$ cat src/rtl/uart_receiver_if.sv
// uart_receiver_if: valid/ready byte stream from the UART receive FIFO to its consumer
//   master drives rx_data/rx_valid and samples rx_ready; slave is the consumer side
interface uart_receiver_if #(
  parameter int DataWidth = 8
);
  logic [DataWidth-1:0] rx_data;
  logic                 rx_valid;
  logic                 rx_ready;
  modport master (output rx_data, output rx_valid, input rx_ready);
  modport slave (input rx_data, input rx_valid, output rx_ready);
endinterface

$ cat src/rtl/uart_receiver.sv
// uart_receiver: 16x-oversampled UART receiver with glitch-filtered start detection and a valid/ready FIFO
//   clk, rst_n   clock, asynchronous active-low reset
//   rx           serial input, idle high, asynchronous to clk
//   rx_if        master side of uart_receiver_if: rx_data/rx_valid out (FIFO head), rx_ready in
//   fifo_count   bytes held, 0..FIFO_DEPTH
//   busy         frame in progress
//   frame_err / overrun_err / parity_err   1-clk error pulses
//   RX_PARITY_EN define to expect one even-parity bit after the data bits
module uart_receiver #(
  parameter int BAUD       = 9600,
  parameter int CLK_FREQ   = 100_000_000,
  parameter int StopBits   = 2,
  parameter int DataWidth  = 8,
  parameter int FIFO_DEPTH = 4
) (
  input  logic                          clk,
  input  logic                          rst_n,
  input  logic                          rx,
  uart_receiver_if.master               rx_if,
  output logic [$clog2(FIFO_DEPTH):0]   fifo_count,
  output logic                          busy,
  output logic                          frame_err,
  output logic                          overrun_err,
  output logic                          parity_err
);
  localparam int TICK_LIMIT = CLK_FREQ / (BAUD * 16);
  localparam int TW = $clog2(TICK_LIMIT + 1);
  localparam int AW = $clog2(FIFO_DEPTH);
  localparam int CW = AW + 1;
  localparam int BW = $clog2((DataWidth > StopBits ? DataWidth : StopBits) + 1);
  localparam logic [BW-1:0] LAST_D = BW'(DataWidth - 1);
  localparam logic [BW-1:0] LAST_S = BW'(StopBits - 1);
  typedef enum logic [2:0] {
    S_IDLE,
    S_START,
    S_DATA,
`ifdef RX_PARITY_EN
    S_PARITY,
`endif
    S_STOP
  } state_t;
  state_t               state, state_n;
  logic [1:0]           sync;
  logic                 rx_s, rx_prev, tick, sample, done, push, perr_q;
  logic [TW-1:0]        tick_cnt;
  logic [3:0]           s_cnt, s_cnt_n;
  logic [BW-1:0]        bit_cnt, bit_cnt_n;
  logic [DataWidth-1:0] shreg, shreg_n;
  logic                 stop_bad, stop_bad_n, par_bad, par_bad_n;
  logic [DataWidth-1:0] mem [FIFO_DEPTH];
  logic [AW-1:0]        wr_ptr, rd_ptr;
  logic                 pop, full, wr_en;
  logic [CW-1:0]        count_n;
  assign rx_s   = sync[1];
  assign tick   = tick_cnt == TW'(TICK_LIMIT - 1);
  assign sample = tick && s_cnt == 4'd15;
  assign busy   = state != S_IDLE;
`ifdef RX_PARITY_EN
  assign parity_err = perr_q;
`else
  assign parity_err = 1'b0;
`endif
  always_comb begin
    state_n    = state;
    s_cnt_n    = (tick && state != S_IDLE) ? s_cnt + 4'd1 : s_cnt;
    bit_cnt_n  = bit_cnt;
    shreg_n    = shreg;
    stop_bad_n = stop_bad;
    par_bad_n  = par_bad;
    done       = 1'b0;
    case (state)
      S_IDLE: begin
        s_cnt_n    = '0;
        bit_cnt_n  = '0;
        stop_bad_n = 1'b0;
        par_bad_n  = 1'b0;
        // only a 1->0 edge starts a frame, so a line held low cannot retrigger
        if (rx_prev && !rx_s) state_n = S_START;
      end
      S_START: if (tick && s_cnt == 4'd7) begin
        s_cnt_n = '0;
        state_n = rx_s ? S_IDLE : S_DATA;
      end
      S_DATA: if (sample) begin
        shreg_n   = {rx_s, shreg[DataWidth-1:1]};
        bit_cnt_n = (bit_cnt == LAST_D) ? '0 : bit_cnt + 1'b1;
`ifdef RX_PARITY_EN
        if (bit_cnt == LAST_D) state_n = S_PARITY;
`else
        if (bit_cnt == LAST_D) state_n = S_STOP;
`endif
      end
`ifdef RX_PARITY_EN
      S_PARITY: if (sample) begin
        par_bad_n = rx_s ^ (^shreg);
        state_n   = S_STOP;
      end
`endif
      S_STOP: if (sample) begin
        stop_bad_n = stop_bad | ~rx_s;
        bit_cnt_n  = bit_cnt + 1'b1;
        if (bit_cnt == LAST_S) begin
          state_n = S_IDLE;
          done    = 1'b1;
        end
      end
      default: state_n = S_IDLE;
    endcase
  end
  always_ff @(posedge clk or negedge rst_n)
    if (!rst_n) begin
      sync      <= 2'b11;
      rx_prev   <= 1'b1;
      state     <= S_IDLE;
      tick_cnt  <= '0;
      s_cnt     <= '0;
      bit_cnt   <= '0;
      shreg     <= '0;
      stop_bad  <= 1'b0;
      par_bad   <= 1'b0;
      push      <= 1'b0;
      frame_err <= 1'b0;
      perr_q    <= 1'b0;
    end else begin
      sync      <= {sync[0], rx};
      rx_prev   <= rx_s;
      state     <= state_n;
      tick_cnt  <= (state == S_IDLE || tick) ? '0 : tick_cnt + 1'b1;
      s_cnt     <= s_cnt_n;
      bit_cnt   <= bit_cnt_n;
      shreg     <= shreg_n;
      stop_bad  <= stop_bad_n;
      par_bad   <= par_bad_n;
      // verdict on the completed frame uses the final stop sample directly
      push      <= done && rx_s && !stop_bad && !par_bad;
      frame_err <= done && (!rx_s || stop_bad);
      perr_q    <= done && par_bad;
    end
  assign pop     = rx_if.rx_valid && rx_if.rx_ready;
  assign full    = fifo_count == CW'(FIFO_DEPTH);
  assign wr_en   = push && (!full || pop);
  assign count_n = fifo_count + CW'(wr_en) - CW'(pop);
  assign rx_if.rx_data = mem[rd_ptr];
  always_ff @(posedge clk or negedge rst_n)
    if (!rst_n) begin
      for (int i = 0; i < FIFO_DEPTH; i++) mem[i] <= '0;
      wr_ptr         <= '0;
      rd_ptr         <= '0;
      fifo_count     <= '0;
      rx_if.rx_valid <= 1'b0;
      overrun_err    <= 1'b0;
    end else begin
      if (wr_en) mem[wr_ptr] <= shreg;
      wr_ptr         <= wr_ptr + AW'(wr_en);
      rd_ptr         <= rd_ptr + AW'(pop);
      fifo_count     <= count_n;
      rx_if.rx_valid <= count_n != '0;
      overrun_err    <= push && full && !pop;
    end
endmodule

$ cat src/flat_wrapper.sv
// flat-port wrapper written by rule: the top's interface ports become plain ports
module uart_receiver_flat 
#(
  parameter int BAUD       = 9600,
  parameter int CLK_FREQ   = 100_000_000,
  parameter int StopBits   = 2,
  parameter int DataWidth  = 8,
  parameter int FIFO_DEPTH = 4
)
  (clk, rst_n, rx, fifo_count, busy, frame_err, overrun_err, parity_err, rx_if_rx_data, rx_if_rx_valid, rx_if_rx_ready);
  uart_receiver_if #(.DataWidth(DataWidth)) rx_if_i ();
  input  logic clk;
  input  logic rst_n;
  input  logic rx;
  output logic [$clog2(FIFO_DEPTH):0] fifo_count;
  output logic busy;
  output logic frame_err;
  output logic overrun_err;
  output logic parity_err;
  output wire logic [$bits(rx_if_i.rx_data)-1:0] rx_if_rx_data;
  output wire logic [$bits(rx_if_i.rx_valid)-1:0] rx_if_rx_valid;
  input wire logic [$bits(rx_if_i.rx_ready)-1:0] rx_if_rx_ready;
  assign rx_if_rx_data = rx_if_i.rx_data;
  assign rx_if_rx_valid = rx_if_i.rx_valid;
  assign rx_if_i.rx_ready = rx_if_rx_ready;
  uart_receiver #(.BAUD(BAUD), .CLK_FREQ(CLK_FREQ), .StopBits(StopBits), .DataWidth(DataWidth), .FIFO_DEPTH(FIFO_DEPTH)) u_core (.clk(clk), .rst_n(rst_n), .rx(rx), .rx_if(rx_if_i), .fifo_count(fifo_count), .busy(busy), .frame_err(frame_err), .overrun_err(overrun_err), .parity_err(parity_err));
endmodule
$ cat config.mk
export PLATFORM = sky130hd
export DESIGN_NAME = uart_receiver_flat
export DESIGN_NICKNAME = d
export VERILOG_FILES = /design/src/rtl/uart_receiver_if.sv /design/src/rtl/uart_receiver.sv /design/src/flat_wrapper.sv
export SDC_FILE = /design/constraint.sdc
export NUM_CORES = 1
export LEC_CHECK = 0
export BUFFER_PORTS_ARGS = -buffer_cell sky130_fd_sc_hd__buf_2
export CORE_MARGIN = 5
export CORE_UTILIZATION = 55
export DETAILED_ROUTE_END_ITERATION = 10
export PLACE_DENSITY_LB_ADDON = 0.08
export SYNTH_ARGS = -nofsm -noshare
export SYNTH_HDL_FRONTEND = slang
export SYNTH_SLANG_ARGS = --single-unit
$ cat constraint.sdc
create_clock -name clk -period 4.6 [get_ports clk]
set_input_delay 0.23 -clock clk [delete_from_list [all_inputs] [get_ports clk]]
set_output_delay 0.23 -clock clk [all_outputs]
set_load 0.05 [all_outputs]
==> results of run 1 <==
-- how the worst max path moves through the flow --
stage | end | slack [ns] | cells after the start
3_3_place_gp | u_core.rx_if.rx_valid$_DFF_PN0_ | 2.38 | 8
5_1_grt | u_core.rx_if.rx_valid$_DFF_PN0_ | 2.16 | 8
3_5_place_dp | u_core.rx_if.rx_valid$_DFF_PN0_ | 2.38 | 8
6_report | u_core.rx_if.rx_valid$_DFF_PN0_ | 2.37 | 8
4_1_cts | u_core.rx_if.rx_valid$_DFF_PN0_ | 2.36 | 8
2_1_floorplan | u_core.rx_if.rx_valid$_DFF_PN0_ | 2.20 | 8
-- logic make-up (layout without fill, tap and decap cells) --
group           Yosys count  in the layout
fa+ha+maj                10             10
flops                    75             75
simple gates             71             71
compound gates           22             22
mux                      50             50
buf+inv                  21             47
xor+xnor                 12             12
other cells               1              1
-- metrics by stage --
step / hold WS, ns / instance area, µm² / std cells / setup slack, ns
final: 0.0172 / 3820 / 363 / 2.37
after detailed placement: 0.343 / 3580 / 347 / 2.38
after CTS: 0.0494 / 3820 / 363 / 2.36
after global routing: 0.0976 / 3820 / 363 / 2.16
after floorplan: -0.0656 / 3440 / 262 / 2.20
after global placement: 0.336 / 3580 / 347 / 2.38
-- layout make-up --
cell class | count | area share [%]
flip-flops and latches | 75 | 49.2
multi-input cells | 166 | 38.2
clock buffers | 9 | 3.24
clock inverters | 6 | 2.98
repair buffers | 19 | 2.68
well taps | 75 | 2.45
inverters | 13 | 1.28
-- worst max-delay path: stages, from the launching register on --
cell and delay, ns:
sky130_fd_sc_hd__dfrtp_1 0.39, sky130_fd_sc_hd__a211oi_1 0.28, sky130_fd_sc_hd__a21bo_2 0.22, sky130_fd_sc_hd__inv_1 0.07, sky130_fd_sc_hd__ha_1 0.19, sky130_fd_sc_hd__fa_1 0.37
sky130_fd_sc_hd__xnor2_1 0.14, sky130_fd_sc_hd__xnor2_1 0.13, sky130_fd_sc_hd__or3_1 0.30
-- power breakdown --
| group | switching (mW) | internal (mW) |
|---|---|---|
| sequential | 0.0999 | 0.718 |
| combinational | 0.155 | 0.116 |
| clock | 0.247 | 0.359 |
| total | 0.502 | 1.19 |
-- metal layers --
| layer | vias up | global-route usage, % | wire length [µm] | part of all wire, % |
|---|---|---|---|---|
| met5 | - | 0 | 0 | 0 |
| met4 | 0 | 9.07 | 71 | 1.2 |
| met3 | 6 | 2.95 | 150 | 2.6 |
| met2 | 19 | 26.3 | 2820 | 49 |
| met1 | 1001 | 21.2 | 2670 | 47 |
| li1 | 979 | - | - | - |
-- repair_timing --
action	CTS	global route
endpoints found under the hold margin	1	0
setup buffers	0	0
setup endpoints to repair	0	0
hold buffers	1	0
-- synth_stat cells (all sizes together), types with 3 or more instances --
| cell type | n |
|---|---|
| a21oi | 7 |
| and3 | 7 |
| buf | 6 |
| dfrtp | 72 |
| dfstp | 3 |
| ha | 9 |
| inv | 13 |
| mux2 | 40 |
| mux4 | 8 |
| nand2 | 16 |
| nand3 | 7 |
| nor2 | 15 |
| nor3 | 4 |
| nor3b | 3 |
| or3 | 3 |
| xnor2 | 8 |
| xor2 | 4 |
-- state kept, by name (all words and copies together), names as in the netlist --
register and cells:
u_core.stop_bad 1, u_core.frame_err 1, u_core.sync 2, u_core.rx_if.rx_valid 1, u_core.rx_prev 1, u_core.tick_cnt 10, u_core.bit_cnt 4, u_core.shreg 8
u_core.rd_ptr 2, u_core.push 1, u_core.wr_ptr 2, u_core.s_cnt 4, u_core.mem 32, u_core.overrun_err 1, u_core.fifo_count 3, u_core.state 2
==> results_tabular.tex, run 1 <==
\begin{tabular}{lr}
\hline
Metric & Value \\
\hline
\multicolumn{2}{l}{\textbf{Setup path}} \\
\quad Critical Setup Path Class & reg -> reg \\
\quad Number of cell instances on the worst register-to-register path & 8 \\
\quad Critical Path Start & u\_core.rx\_if.rx\_valid\$\_DFF\_PN0\_ \\
\quad Worst-path fanout max & 4 \\
\quad End of the worst register-to-register path & u\_core.rx\_if.rx\_valid\$\_DFF\_PN0\_ \\
\quad Launch instance of the worst register-to-register path & u\_core.rx\_if.rx\_valid\$\_DFF\_PN0\_ \\
\quad Data arrival at the endpoint of the critical path & 2.45 ns \\
\quad Worst endpoint required time & between 4 and 5 ns \\
\quad Kind of start point of the critical path & flop \\
\quad Critical Path End Type & flop \\
\quad Setup slack of the worst register-to-register path & approximately 2.4 ns \\
\multicolumn{2}{l}{\textbf{Drt}} \\
\quad Post-Route WL & around 5.7 mm \\
\quad Post-route ant nets & 0 \\
\quad Via count & between 2000 and 2500 \\
\quad Iteration-0 DRC Markers & 80 \\
\quad Routed via count divided by cell count & 5.52 \\
\quad Drt pass-1 iters & 4 \\
\quad Count of unresolved DRC violations after routing & 0 \\
\quad Routed wire length per instance & $\sim$16 µm \\
\multicolumn{2}{l}{\textbf{Job}} \\
\quad Max-capacitance violation count & 0 \\
\multicolumn{2}{l}{\textbf{Timing}} \\
\quad Max Fclk & $\sim$450 MHz \\
\quad Sum of negative setup slack & 0 ns \\
\quad Tightest slew margin relative to the limit & between 30\% and 40\% \\
\quad Setup repair after global routing missed its margin & false \\
\quad Tightest Pin Transition & around 0.94 ns \\
\quad Count of pins over their slew limit & 0 \\
\quad Worst clock skew on the final layout & 0.00745 ns \\
\quad Final period utilization & roughly half \\
\quad Setup violations, final & 0 \\
\quad Hold violation count in the final report & 0 \\
\quad Fin crit period & 2.23 ns \\
\multicolumn{2}{l}{\textbf{Synth}} \\
\quad Ys Warns & 0 \\
\quad Number of distinct library cells after synthesis & between 50 and 60 \\
\quad Fraction of synthesized cell area in xor and xnor cells & 3.06\% \\
\quad Number of nets in the synthesized netlist & 276 \\
\quad Basic-gate share of the synthesized area counting and, or, nand and nor cells & 12.1\% \\
\quad Share of flip-flops with an asynchronous set or reset after synthesis & 100\% \\
\quad Total standard cell area after synthesis & 3440 µm² \\
\quad Number of instances in the synthesized netlist & between 200 and 300 \\
\quad Largest cells by area after synthesis & sky130\_fd\_sc\_hd\_\_dfrtp\_1, sky130\_fd\_sc\_hd\_\_mux2\_2, sky130\_fd\_sc\_hd\_\_mux4\_2 \\
\quad Commonest register cell after synthesis & sky130\_fd\_sc\_hd\_\_dfrtp\_1 \\
\quad EDFF count, synth & 0 \\
\quad Dominant combinational cell family by area after synthesis & multiplexers \\
\quad Synth Area per Inst & between 10 and 15 µm² \\
\quad Mux share of post-synthesis cell area & around a fifth \\
\quad Compound-cell area share of the yosys netlist & 4.44\% \\
\quad Sequential element share of the synthesized area & a little over half \\
\quad Cell type with the largest total area after synthesis & sky130\_fd\_sc\_hd\_\_dfrtp\_1 \\
\quad Adder-cell area share of the yosys netlist & 3.86\% \\
\quad Fraction of post-synthesis cell area in the top cell type by area & between 50\% and 60\% \\
\quad Number of synthesized register bits & between 70 and 80 \\
\multicolumn{2}{l}{\textbf{Place}} \\
\quad Number of I/O port buffers & 18 \\
\quad Weighted congestion at the end of routability-driven global placement & between 0.7 and 0.8 \\
\quad DPL Wire Length & about 3.6 mm \\
\multicolumn{2}{l}{\textbf{Finish}} \\
\quad Number of nets in the finished design & 298 \\
\quad Area used by sequential logic in the layout & 1880 µm² \\
\quad Total of fill cells in the finished design & about 470 \\
\quad Total inserted antenna cells & 0 \\
\quad Most common cell after layout, fill and taps aside & sky130\_fd\_sc\_hd\_\_dfrtp\_1 \\
\quad Leading cell types in the layout, fill and taps excluded & sky130\_fd\_sc\_hd\_\_dfrtp\_1, sky130\_fd\_sc\_hd\_\_mux2\_2, sky130\_fd\_sc\_hd\_\_buf\_2, sky130\_fd\_sc\_hd\_\_nand2\_1, sky130\_fd\_sc\_hd\_\_nor2\_1 \\
\quad End-of-flow core utilization & a little under two thirds \\
\quad Area growth from synthesis to layout & 11.2\% \\
\quad Fraction of final layout cells with drive strength greater than 1 & 32.3\% \\
\quad Area of the multi-input gates & 1460 µm² \\
\multicolumn{2}{l}{\textbf{Hold path}} \\
\quad Hold crit path type & in -> async \\
\multicolumn{2}{l}{\textbf{Clock network}} \\
\quad CTS tree & done \\
\quad Post-CTS clock slew at the launch and capture registers of the worst setup and hold paths & 0.08 ns \\
\quad Maximum clock insertion buffer count & 2 \\
\quad Resize count post-CTS & 0 \\
\quad Root Buffer Master & sky130\_fd\_sc\_hd\_\_clkbuf\_8 \\
\quad Clk sinks & 75 \\
\quad H-tree depth & 3 \\
\quad Insertion delay of the later-clocked pin in the worst-skew pair & 0.34 ns \\
\quad Inserted Clock Buffers & 9 \\
\multicolumn{2}{l}{\textbf{Global routing}} \\
\quad Global routing usage summed across all routing layers & 16.4\% \\
\quad Gr ovfl total & 0 \\
\quad Largest net degree at the start of global routing & 76 \\
\quad Via count of the first global-routing pass & slightly above 2000 \\
\quad Number of antenna violations at the first check in global routing & 0 \\
\quad Global-route wire length before repair & slightly below 10 mm \\
\multicolumn{2}{l}{\textbf{Power and ir drop}} \\
\quad PwrDens & between 400 and 500 nW/µm² \\
\quad Design Power & between 1.5 and 2 mW \\
\quad Leakage power of the design & 1.85 nW \\
\quad Highest ir drop seen on vdd & between 0.2 and 0.3 mV \\
\multicolumn{2}{l}{\textbf{Floorplanning}} \\
\quad Chip width & a little under 90 µm \\
\quad Die Y & slightly below 90 µm \\
\quad Placeable Area & 5990 µm² \\
\quad Die Footprint & between 7000 and 8000 µm² \\
\quad Initial Utilization & 57.4\% \\
\quad Cell Rows & 28 \\
\quad Top-level port count & 20 \\
\multicolumn{2}{l}{\textbf{Run status}} \\
\quad Result of the run & finished clean \\
\hline
\end{tabular}
(Power assumes the default switching activity.)
==> run 2: changes to the inputs <==
--- a/config.mk
+++ b/config.mk
@@ -7,7 +7,7 @@
 export LEC_CHECK = 0
 export BUFFER_PORTS_ARGS = -buffer_cell sky130_fd_sc_hd__buf_2
 export CORE_MARGIN = 5
-export CORE_UTILIZATION = 55
+export CORE_UTILIZATION = 54
 export DETAILED_ROUTE_END_ITERATION = 10
 export PLACE_DENSITY_LB_ADDON = 0.08
 export SYNTH_ARGS = -nofsm -noshare
==> constraint.sdc (replaced) <==
create_clock -name clk -period 2 [get_ports clk]
set_input_delay 0.1 -clock clk [delete_from_list [all_inputs] [get_ports clk]]
set_output_delay 0.1 -clock clk [all_outputs]
set_load 0.05 [all_outputs]
==> results_tabular.tex, run 2 (synthesized netlist as in run 1, its figures left out) <==
\begin{tabular}{lr}
\hline
Metric & Value \\
\hline
\multicolumn{2}{l}{\textbf{Hold path}} \\
\quad End point of the most critical hold path & u\_core.overrun\_err\$\_DFF\_PN0\_ \\
\quad Worst hold path depth & 3 \\
\quad Start point of the worst min-delay path & rx\_if\_rx\_ready \\
\quad Hold crit path type & in -> reg \\
\multicolumn{2}{l}{\textbf{Place}} \\
\quad DPL Wire Length & 3.87 mm (+6.1\%) \\
\quad Number of I/O port buffers & 18 (unchanged) \\
\quad Worst setup timing slack at the placement stage & -0.127 ns (-2.51 ns) \\
\quad Weighted congestion at the end of routability-driven global placement & 0.815 (+8.8\%) \\
\multicolumn{2}{l}{\textbf{Finish}} \\
\quad Largest registers & u\_core.mem x32, u\_core.tick\_cnt x10, u\_core.shreg x8 \\
\quad Fraction of final layout cells with drive strength greater than 1 & 39.7\% (+7.4 points) \\
\quad Total inserted antenna cells & 0 (unchanged) \\
\quad Number of nets in the finished design & 316 (+6.0\%) \\
\quad Most common cell after layout, fill and taps aside & sky130\_fd\_sc\_hd\_\_dfrtp\_1 \\
\quad Leading cell types in the layout, fill and taps excluded & sky130\_fd\_sc\_hd\_\_dfrtp\_1, sky130\_fd\_sc\_hd\_\_mux2\_2, sky130\_fd\_sc\_hd\_\_buf\_2, sky130\_fd\_sc\_hd\_\_nand2\_1, sky130\_fd\_sc\_hd\_\_buf\_4 \\
\quad Number of flip-flops in the largest register & 32 (unchanged) \\
\quad Register with the most flip-flops & u\_core.mem \\
\quad Area used by sequential logic in the layout & 1880 µm² (+0.20\%) \\
\quad Area of the multi-input gates & 1510 µm² (+3.0\%) \\
\quad Total of fill cells in the finished design & 519 (+10\%) \\
\quad Area growth from synthesis to layout & 15.6\% \\
\multicolumn{2}{l}{\textbf{Setup path}} \\
\quad Setup slack of the worst register-to-register path & -0.07 ns (-2.45 ns) \\
\quad Number of cell instances on the worst register-to-register path & 8 (unchanged) \\
\quad Library cell appearing most often on the critical path & sky130\_fd\_sc\_hd\_\_ha\_4 \\
\quad Number of buffers and inverters on the critical path & 1 (unchanged) \\
\quad End of the worst register-to-register path & u\_core.rx\_if.rx\_valid\$\_DFF\_PN0\_ \\
\quad Worst-path cell with the longest stage delay & sky130\_fd\_sc\_hd\_\_dfrtp\_2 \\
\quad Worst endpoint required time & 2.21 ns (-2.62 ns) \\
\quad Data arrival at the endpoint of the critical path & 2.28 ns (-0.17 ns) \\
\quad Critical Setup Path Class & reg -> reg \\
\quad Family with the most delay on the worst path & adder cells \\
\quad Chain of cells forming the critical path & and2\_4 > ha\_4 > inv\_1 > ha\_4 > fa\_2 > xnor2\_2 > xnor2\_1 > or3\_1 \\
\quad Kind of start point of the critical path & flop \\
\quad Worst-path fanout max & 3 (-1) \\
\quad Critical Path End Type & flop \\
\quad Worst stage delay on the critical path & 0.42 ns (+0.03 ns) \\
\quad Launch instance of the worst register-to-register path & u\_core.rx\_if.rx\_valid\$\_DFF\_PN0\_ \\
\multicolumn{2}{l}{\textbf{Floorplanning}} \\
\quad Chip width & 89.8 µm (+0.82\%) \\
\quad Initial Utilization & 54.8\% (-2.6 points) \\
\quad Die Footprint & 8070 µm² (+1.6\%) \\
\quad Cell Rows & 29 (+3.6\%) \\
\quad Placeable Area & 6280 µm² (+4.8\%) \\
\quad Die Y & 89.8 µm (+0.82\%) \\
\quad Top-level port count & 20 (unchanged) \\
\multicolumn{2}{l}{\textbf{Drt}} \\
\quad Post-Route WL & 5.69 mm (-0.28\%) \\
\quad Via count & 2071 (+3.3\%) \\
\quad Drt pass-1 iters & 4 (unchanged) \\
\quad Routed wire length per instance & 14.8 µm (-5.7\%) \\
\quad Routed via count divided by cell count & 5.39 (-2.4\%) \\
\quad Count of unresolved DRC violations after routing & 0 (unchanged) \\
\quad Iteration-0 DRC Markers & 41 (-49\%) \\
\quad Post-route ant nets & 0 (unchanged) \\
\multicolumn{2}{l}{\textbf{Global routing}} \\
\quad Largest net degree at the start of global routing & 45 (-41\%) \\
\quad Global routing usage summed across all routing layers & 15.6\% (-0.81 points) \\
\quad Via count of the first global-routing pass & 2182 (+5.3\%) \\
\quad Gr ovfl total & 0 (unchanged) \\
\quad Global-route wire length before repair & 10.3 mm (+4.3\%) \\
\quad Number of antenna violations at the first check in global routing & 0 (unchanged) \\
\multicolumn{2}{l}{\textbf{Timing}} \\
\quad Setup violations, final & 1 (+1) \\
\quad Worst Slack Setup Final & -0.0707 ns (-2.45 ns) \\
\quad Final period utilization & 104\% (+55 points) \\
\quad Max Fclk & 483 MHz (+7.5\%) \\
\quad Tightest slew margin relative to the limit & 62.2\% (+25 points) \\
\quad Tightest hold margin & 0.153 ns (+0.136 ns) \\
\quad Worst clock skew on the final layout & 0.00740 ns (-0.0000573 ns) \\
\quad Tightest Pin Transition & 0.567 ns (-0.369 ns) \\
\quad Fin crit period & 2.07 ns (-0.154 ns) \\
\quad Hold violation count in the final report & 0 (unchanged) \\
\quad Count of pins over their slew limit & 0 (unchanged) \\
\quad Setup repair after global routing missed its margin & true \\
\multicolumn{2}{l}{\textbf{Clock network}} \\
\quad H-tree depth & 3 (unchanged) \\
\quad CTS tree & done \\
\quad Inserted Clock Buffers & 9 (unchanged) \\
\quad Root Buffer Master & sky130\_fd\_sc\_hd\_\_clkbuf\_8 \\
\quad Maximum clock insertion buffer count & 2 (unchanged) \\
\quad Insertion delay of the later-clocked pin in the worst-skew pair & 0.33 ns (about the same) \\
\quad Post-CTS clock slew at the launch and capture registers of the worst setup and hold paths & 0.08 ns (about the same) \\
\quad Clk sinks & 75 (unchanged) \\
\multicolumn{2}{l}{\textbf{Run status}} \\
\quad Violations in the final reports & setup timing \\
\quad Result of the run & finished, violations left \\
\multicolumn{2}{l}{\textbf{Power and ir drop}} \\
\quad Highest ir drop seen on vdd & 0.647 mV (+120\%) \\
\quad PwrDens & 924 nW/µm² (+110\%) \\
\quad Leakage power of the design & 1.93 nW (+4.3\%) \\
\multicolumn{2}{l}{\textbf{Job}} \\
\quad Max-capacitance violation count & 0 (unchanged) \\
\hline
\end{tabular}
## run 2: repair_timing
action	in CTS	in global routing
hold endpoints to repair	41	0
buffers inserted	1	1
hold buffers	2	0
pin swaps	4	3
resized for setup	2	3
endpoints found under the setup margin	1	2
## run 2: area by class of cell
cell class | count | area share [%]
well taps | 77 | 2.42
clock buffers | 10 | 3.46
clock inverters | 6 | 1.01
repair buffers | 37 | 6.67
inverters | 13 | 1.23
multi-input cells | 166 | 37.8
flip-flops and latches | 75 | 47.4
## run 2: metal layers
metal  vias to the layer above  global-route usage, %  wire, µm
met5                         -                      0         0
met4                         0                   7.18        51
met3                         6                   3.09       130
met2                        18                   25.3      2890
met1                      1023                   20.2      2620
li1                       1024                      -         -
## run 2: worst max-delay path by stage
stage                                          startpoint                              end  slack (ns)  cells past startpoint
after floorplan           u_core.rx_if.rx_valid$_DFF_PN0_  u_core.rx_if.rx_valid$_DFF_PN0_       -0.21                      8
after global placement    u_core.rx_if.rx_valid$_DFF_PN0_  u_core.rx_if.rx_valid$_DFF_PN0_       -0.07                      8
after detailed placement  u_core.rx_if.rx_valid$_DFF_PN0_  u_core.rx_if.rx_valid$_DFF_PN0_       -0.13                      8
after CTS                 u_core.rx_if.rx_valid$_DFF_PN0_  u_core.rx_if.rx_valid$_DFF_PN0_       -0.10                      8
after global routing       u_core.fifo_count[0]$_DFF_PN0_  u_core.rx_if.rx_valid$_DFF_PN0_       -0.18                      8
final                     u_core.rx_if.rx_valid$_DFF_PN0_  u_core.rx_if.rx_valid$_DFF_PN0_       -0.07                      8
## run 2: power breakdown
part / leakage [nW] / switching [mW] / internal [mW]
combinational: 0.836 / 0.458 / 0.364
sequential: 1.00 / 0.167 / 1.66
clock: 0.0924 / 0.545 / 0.484
## run 2: worst register-to-register path: cells and delay by family, from the launching register on
kind / cells / cell delay [ns]
and+or+nand+nor: 2 / 0.45
adders and majority gates: 3 / 0.76
xor gates and xnor gates: 2 / 0.27
DFF: 1 / 0.42
buffers and inverters: 1 / 0.05
## run 2: stage by stage
step	total power [mW]	utilization [%]	setup TNS, ns	cells	cell area, µm²
3_3_place_gp	2.62	59.4	-0.0679	364	3730
5_1_grt	3.93	63.4	-0.178	384	3980
6_report	3.67	63.4	-0.0707	384	3980
2_1_floorplan	2.39	-	-0.207	262	3450
4_1_cts	3.72	62.9	-0.100	383	3950
3_5_place_dp	2.64	59.4	-0.127	364	3730
==> run 3: changes to the inputs <==
--- a/config.mk
+++ b/config.mk
@@ -7,7 +7,8 @@
 export LEC_CHECK = 0
 export BUFFER_PORTS_ARGS = -buffer_cell sky130_fd_sc_hd__buf_2
 export CORE_MARGIN = 5
-export CORE_UTILIZATION = 54
+export CORE_UTILIZATION = 55
+export CTS_BUF_LIST = sky130_fd_sc_hd__clkbuf_8
 export DETAILED_ROUTE_END_ITERATION = 10
 export PLACE_DENSITY_LB_ADDON = 0.08
 export SYNTH_ARGS = -nofsm -noshare
==> constraint.sdc (replaced) <==
create_clock -name clk -period 2.5 [get_ports clk]
set_input_delay 0.125 -clock clk [delete_from_list [all_inputs] [get_ports clk]]
set_output_delay 0.125 -clock clk [all_outputs]
set_load 0.05 [all_outputs]
==> results_tabular.tex, run 3 (synthesized netlist as in run 1, its figures left out) <==
\begin{tabular}{lr}
\hline
Metric & Value \\
\hline
\multicolumn{2}{l}{\textbf{Floorplanning}} \\
\quad Top-level port count & 20 (unchanged) \\
\quad Die Footprint & 7940 µm² (-1.6\%) \\
\quad Placeable Area & 5990 µm² (-4.6\%) \\
\quad Die Y & 89.1 µm (-0.81\%) \\
\quad Chip width & 89.1 µm (-0.81\%) \\
\quad Cell Rows & 28 (-3.4\%) \\
\quad Initial Utilization & 57.4\% (+2.6 points) \\
\multicolumn{2}{l}{\textbf{Place}} \\
\quad Weighted congestion at the end of routability-driven global placement & 0.735 (-9.8\%) \\
\quad Number of I/O port buffers & 18 (unchanged) \\
\quad Area of placed instances & 3590 µm² (-3.7\%) \\
\quad DPL Wire Length & 3.70 mm (-4.6\%) \\
\multicolumn{2}{l}{\textbf{Finish}} \\
\quad Area growth from synthesis to layout & 9.68\% \\
\quad Area of the multi-input gates & 1460 µm² (-2.9\%) \\
\quad Total of fill cells in the finished design & 479 (-7.7\%) \\
\quad Area used by sequential logic in the layout & 1880 µm² (-0.20\%) \\
\quad Most common cell after layout, fill and taps aside & sky130\_fd\_sc\_hd\_\_dfrtp\_1 \\
\quad Number of nets in the finished design & 301 (-4.7\%) \\
\quad Fraction of final layout cells with drive strength greater than 1 & 32.0\% (-7.8 points) \\
\quad Register with the most flip-flops & u\_core.mem \\
\quad End-of-flow core utilization & 63.0\% (-0.39 points) \\
\quad Largest registers & u\_core.mem x32, u\_core.tick\_cnt x10, u\_core.shreg x8 \\
\quad Final instance area & 3770 µm² (-5.2\%) \\
\quad Leading cell types in the layout, fill and taps excluded & sky130\_fd\_sc\_hd\_\_dfrtp\_1, sky130\_fd\_sc\_hd\_\_mux2\_2, sky130\_fd\_sc\_hd\_\_buf\_2, sky130\_fd\_sc\_hd\_\_nand2\_1 \\
\quad Number of flip-flops in the largest register & 32 (unchanged) \\
\quad Total inserted antenna cells & 0 (unchanged) \\
\multicolumn{2}{l}{\textbf{Power and ir drop}} \\
\quad Design Power & 2.79 mW (-24\%) \\
\quad Highest ir drop seen on vdd & 0.556 mV (-14\%) \\
\quad Leakage power of the design & 1.85 nW (-4.2\%) \\
\quad PwrDens & 739 nW/µm² (-20\%) \\
\multicolumn{2}{l}{\textbf{Timing}} \\
\quad Setup repair after global routing missed its margin & false \\
\quad Tightest hold margin & 0.167 ns (+0.0137 ns) \\
\quad Worst clock skew on the final layout & 0.00654 ns (-0.000857 ns) \\
\quad Sum of negative setup slack & 0 ns (+0.0707 ns) \\
\quad Tightest slew margin relative to the limit & 37.9\% (-24 points) \\
\quad Setup violations, final & 0 (-1) \\
\quad Max Fclk & 442 MHz (-8.4\%) \\
\quad Hold violation count in the final report & 0 (unchanged) \\
\quad Tightest Pin Transition & 0.931 ns (+0.364 ns) \\
\quad Final period utilization & 90.4\% (-13 points) \\
\quad Count of pins over their slew limit & 0 (unchanged) \\
\quad Fin crit period & 2.26 ns (+0.191 ns) \\
\multicolumn{2}{l}{\textbf{Clock network}} \\
\quad Inserted Clock Buffers & 9 (unchanged) \\
\quad Resize count post-CTS & 0 (-2) \\
\quad H-tree depth & 3 (unchanged) \\
\quad Clk sinks & 75 (unchanged) \\
\quad Post-CTS clock slew at the launch and capture registers of the worst setup and hold paths & 0.08 ns (about the same) \\
\quad CTS tree & done \\
\quad Insertion delay of the later-clocked pin in the worst-skew pair & 0.33 ns (about the same) \\
\quad Root Buffer Master & sky130\_fd\_sc\_hd\_\_clkbuf\_8 \\
\quad Maximum clock insertion buffer count & 2 (unchanged) \\
\multicolumn{2}{l}{\textbf{Global routing}} \\
\quad Gr ovfl total & 0 (unchanged) \\
\quad Number of antenna violations at the first check in global routing & 0 (unchanged) \\
\quad Global routing usage summed across all routing layers & 16.4\% (+0.77 points) \\
\quad Via count of the first global-routing pass & 2082 (-4.6\%) \\
\quad Largest net degree at the start of global routing & 76 (+69\%) \\
\quad Global-route wire length before repair & 9.91 mm (-3.4\%) \\
\multicolumn{2}{l}{\textbf{Setup path}} \\
\quad Family with the most delay on the worst path & adder cells \\
\quad Chain of cells forming the critical path & a211oi\_1 > a21bo\_2 > inv\_1 > ha\_1 > fa\_1 > xnor2\_1 > xnor2\_1 > or3\_1 \\
\quad Worst endpoint required time & 2.71 ns (+0.50 ns) \\
\quad Critical Path End Type & flop \\
\quad Kind of start point of the critical path & flop \\
\quad Critical Setup Path Class & reg -> reg \\
\quad Number of buffers and inverters on the critical path & 1 (unchanged) \\
\quad Worst-path fanout max & 4 (+1) \\
\quad Worst-path cell with the longest stage delay & sky130\_fd\_sc\_hd\_\_dfrtp\_1 \\
\quad Library cell appearing most often on the critical path & sky130\_fd\_sc\_hd\_\_xnor2\_1 \\
\quad Worst stage delay on the critical path & 0.39 ns (-0.03 ns) \\
\quad Setup slack of the worst register-to-register path & 0.24 ns (+0.31 ns) \\
\quad Data arrival at the endpoint of the critical path & 2.48 ns (+0.20 ns) \\
\multicolumn{2}{l}{\textbf{Drt}} \\
\quad Routed via count divided by cell count & 5.48 (+1.5\%) \\
\quad Post-route ant nets & 0 (unchanged) \\
\quad Via count & 2004 (-3.2\%) \\
\quad Iteration-0 DRC Markers & 51 (+24\%) \\
\quad Count of unresolved DRC violations after routing & 0 (unchanged) \\
\quad Drt pass-1 iters & 4 (unchanged) \\
\quad Routed wire length per instance & 15.6 µm (+5.5\%) \\
\quad Post-Route WL & 5.72 mm (+0.54\%) \\
\multicolumn{2}{l}{\textbf{Job}} \\
\quad Max-capacitance violation count & 0 (unchanged) \\
\multicolumn{2}{l}{\textbf{Run status}} \\
\quad Result of the run & finished clean \\
\multicolumn{2}{l}{\textbf{Hold path}} \\
\quad Hold crit path type & in -> reg \\
\hline
\end{tabular}
run 3: stage by stage:
| stage | setup WS, ns | cells |
|---|---|---|
| floorplan | 0.0975 | 262 |
| global placement | 0.284 | 349 |
| detailed placement | 0.241 | 349 |
| CTS | 0.221 | 366 |
| global route | 0.0553 | 366 |
| finish | 0.239 | 366 |
run 3: report_power, final:
part / internal, mW / switching, mW / total [mW]
logic: 0.216 / 0.288 / 0.504
clock network: 0.370 / 0.406 / 0.776
registers: 1.32 / 0.187 / 1.51
total: 1.91 / 0.881 / 2.79
run 3: per-layer routing:
layer	GRT usage [%]	vias to the layer above	share of wire (%)
met5	0	-	0
met4	6.50	0	1.2
met3	3.59	6	2.9
met2	27.1	23	48
met1	21.1	987	48
li1	-	988	-
run 3: tightest hold or removal path: cells and delay by family:
family	cells	cell delay (ns)
AND/OR/NAND/NOR	1	0.18
buffers and inverters	1	0.09
AO/OA/AOI/OAI	1	0.07
run 3: cell type report:
type / instances / area share, %
Inverter: 13 / 1.29
Timing Repair Buffer: 22 / 3.38
Multi-Input combinational cell: 166 / 38.7
Clock inverter: 5 / 0.597
Sequential cell: 75 / 49.9
Clock buffer: 10 / 3.65
Tap cell: 75 / 2.49
run 3: what timing repair did:
action,4_1_cts,5_1_grt
buffers inserted,0,0
setup endpoints to repair,0,0
hold buffers,2,0
endpoints found under the hold margin,73,0
run 3: worst paths after layout:
kind,depth (start not counted),start,end
worst min register to register,0,u_core.sync[0]$_DFF_PN1_,u_core.sync[1]$_DFF_PN1_
worst max-delay path,8,u_core.rx_if.rx_valid$_DFF_PN0_,u_core.rx_if.rx_valid$_DFF_PN0_
max in group asynchronous,2,rst_n,u_core.tick_cnt[9]$_DFF_PN0_
worst max register to register,8,u_core.rx_if.rx_valid$_DFF_PN0_,u_core.rx_if.rx_valid$_DFF_PN0_
worst min-delay path,3,rx_if_rx_ready,u_core.overrun_err$_DFF_PN0_
min in group asynchronous,2,rst_n,u_core.rd_ptr[1]$_DFF_PN0_
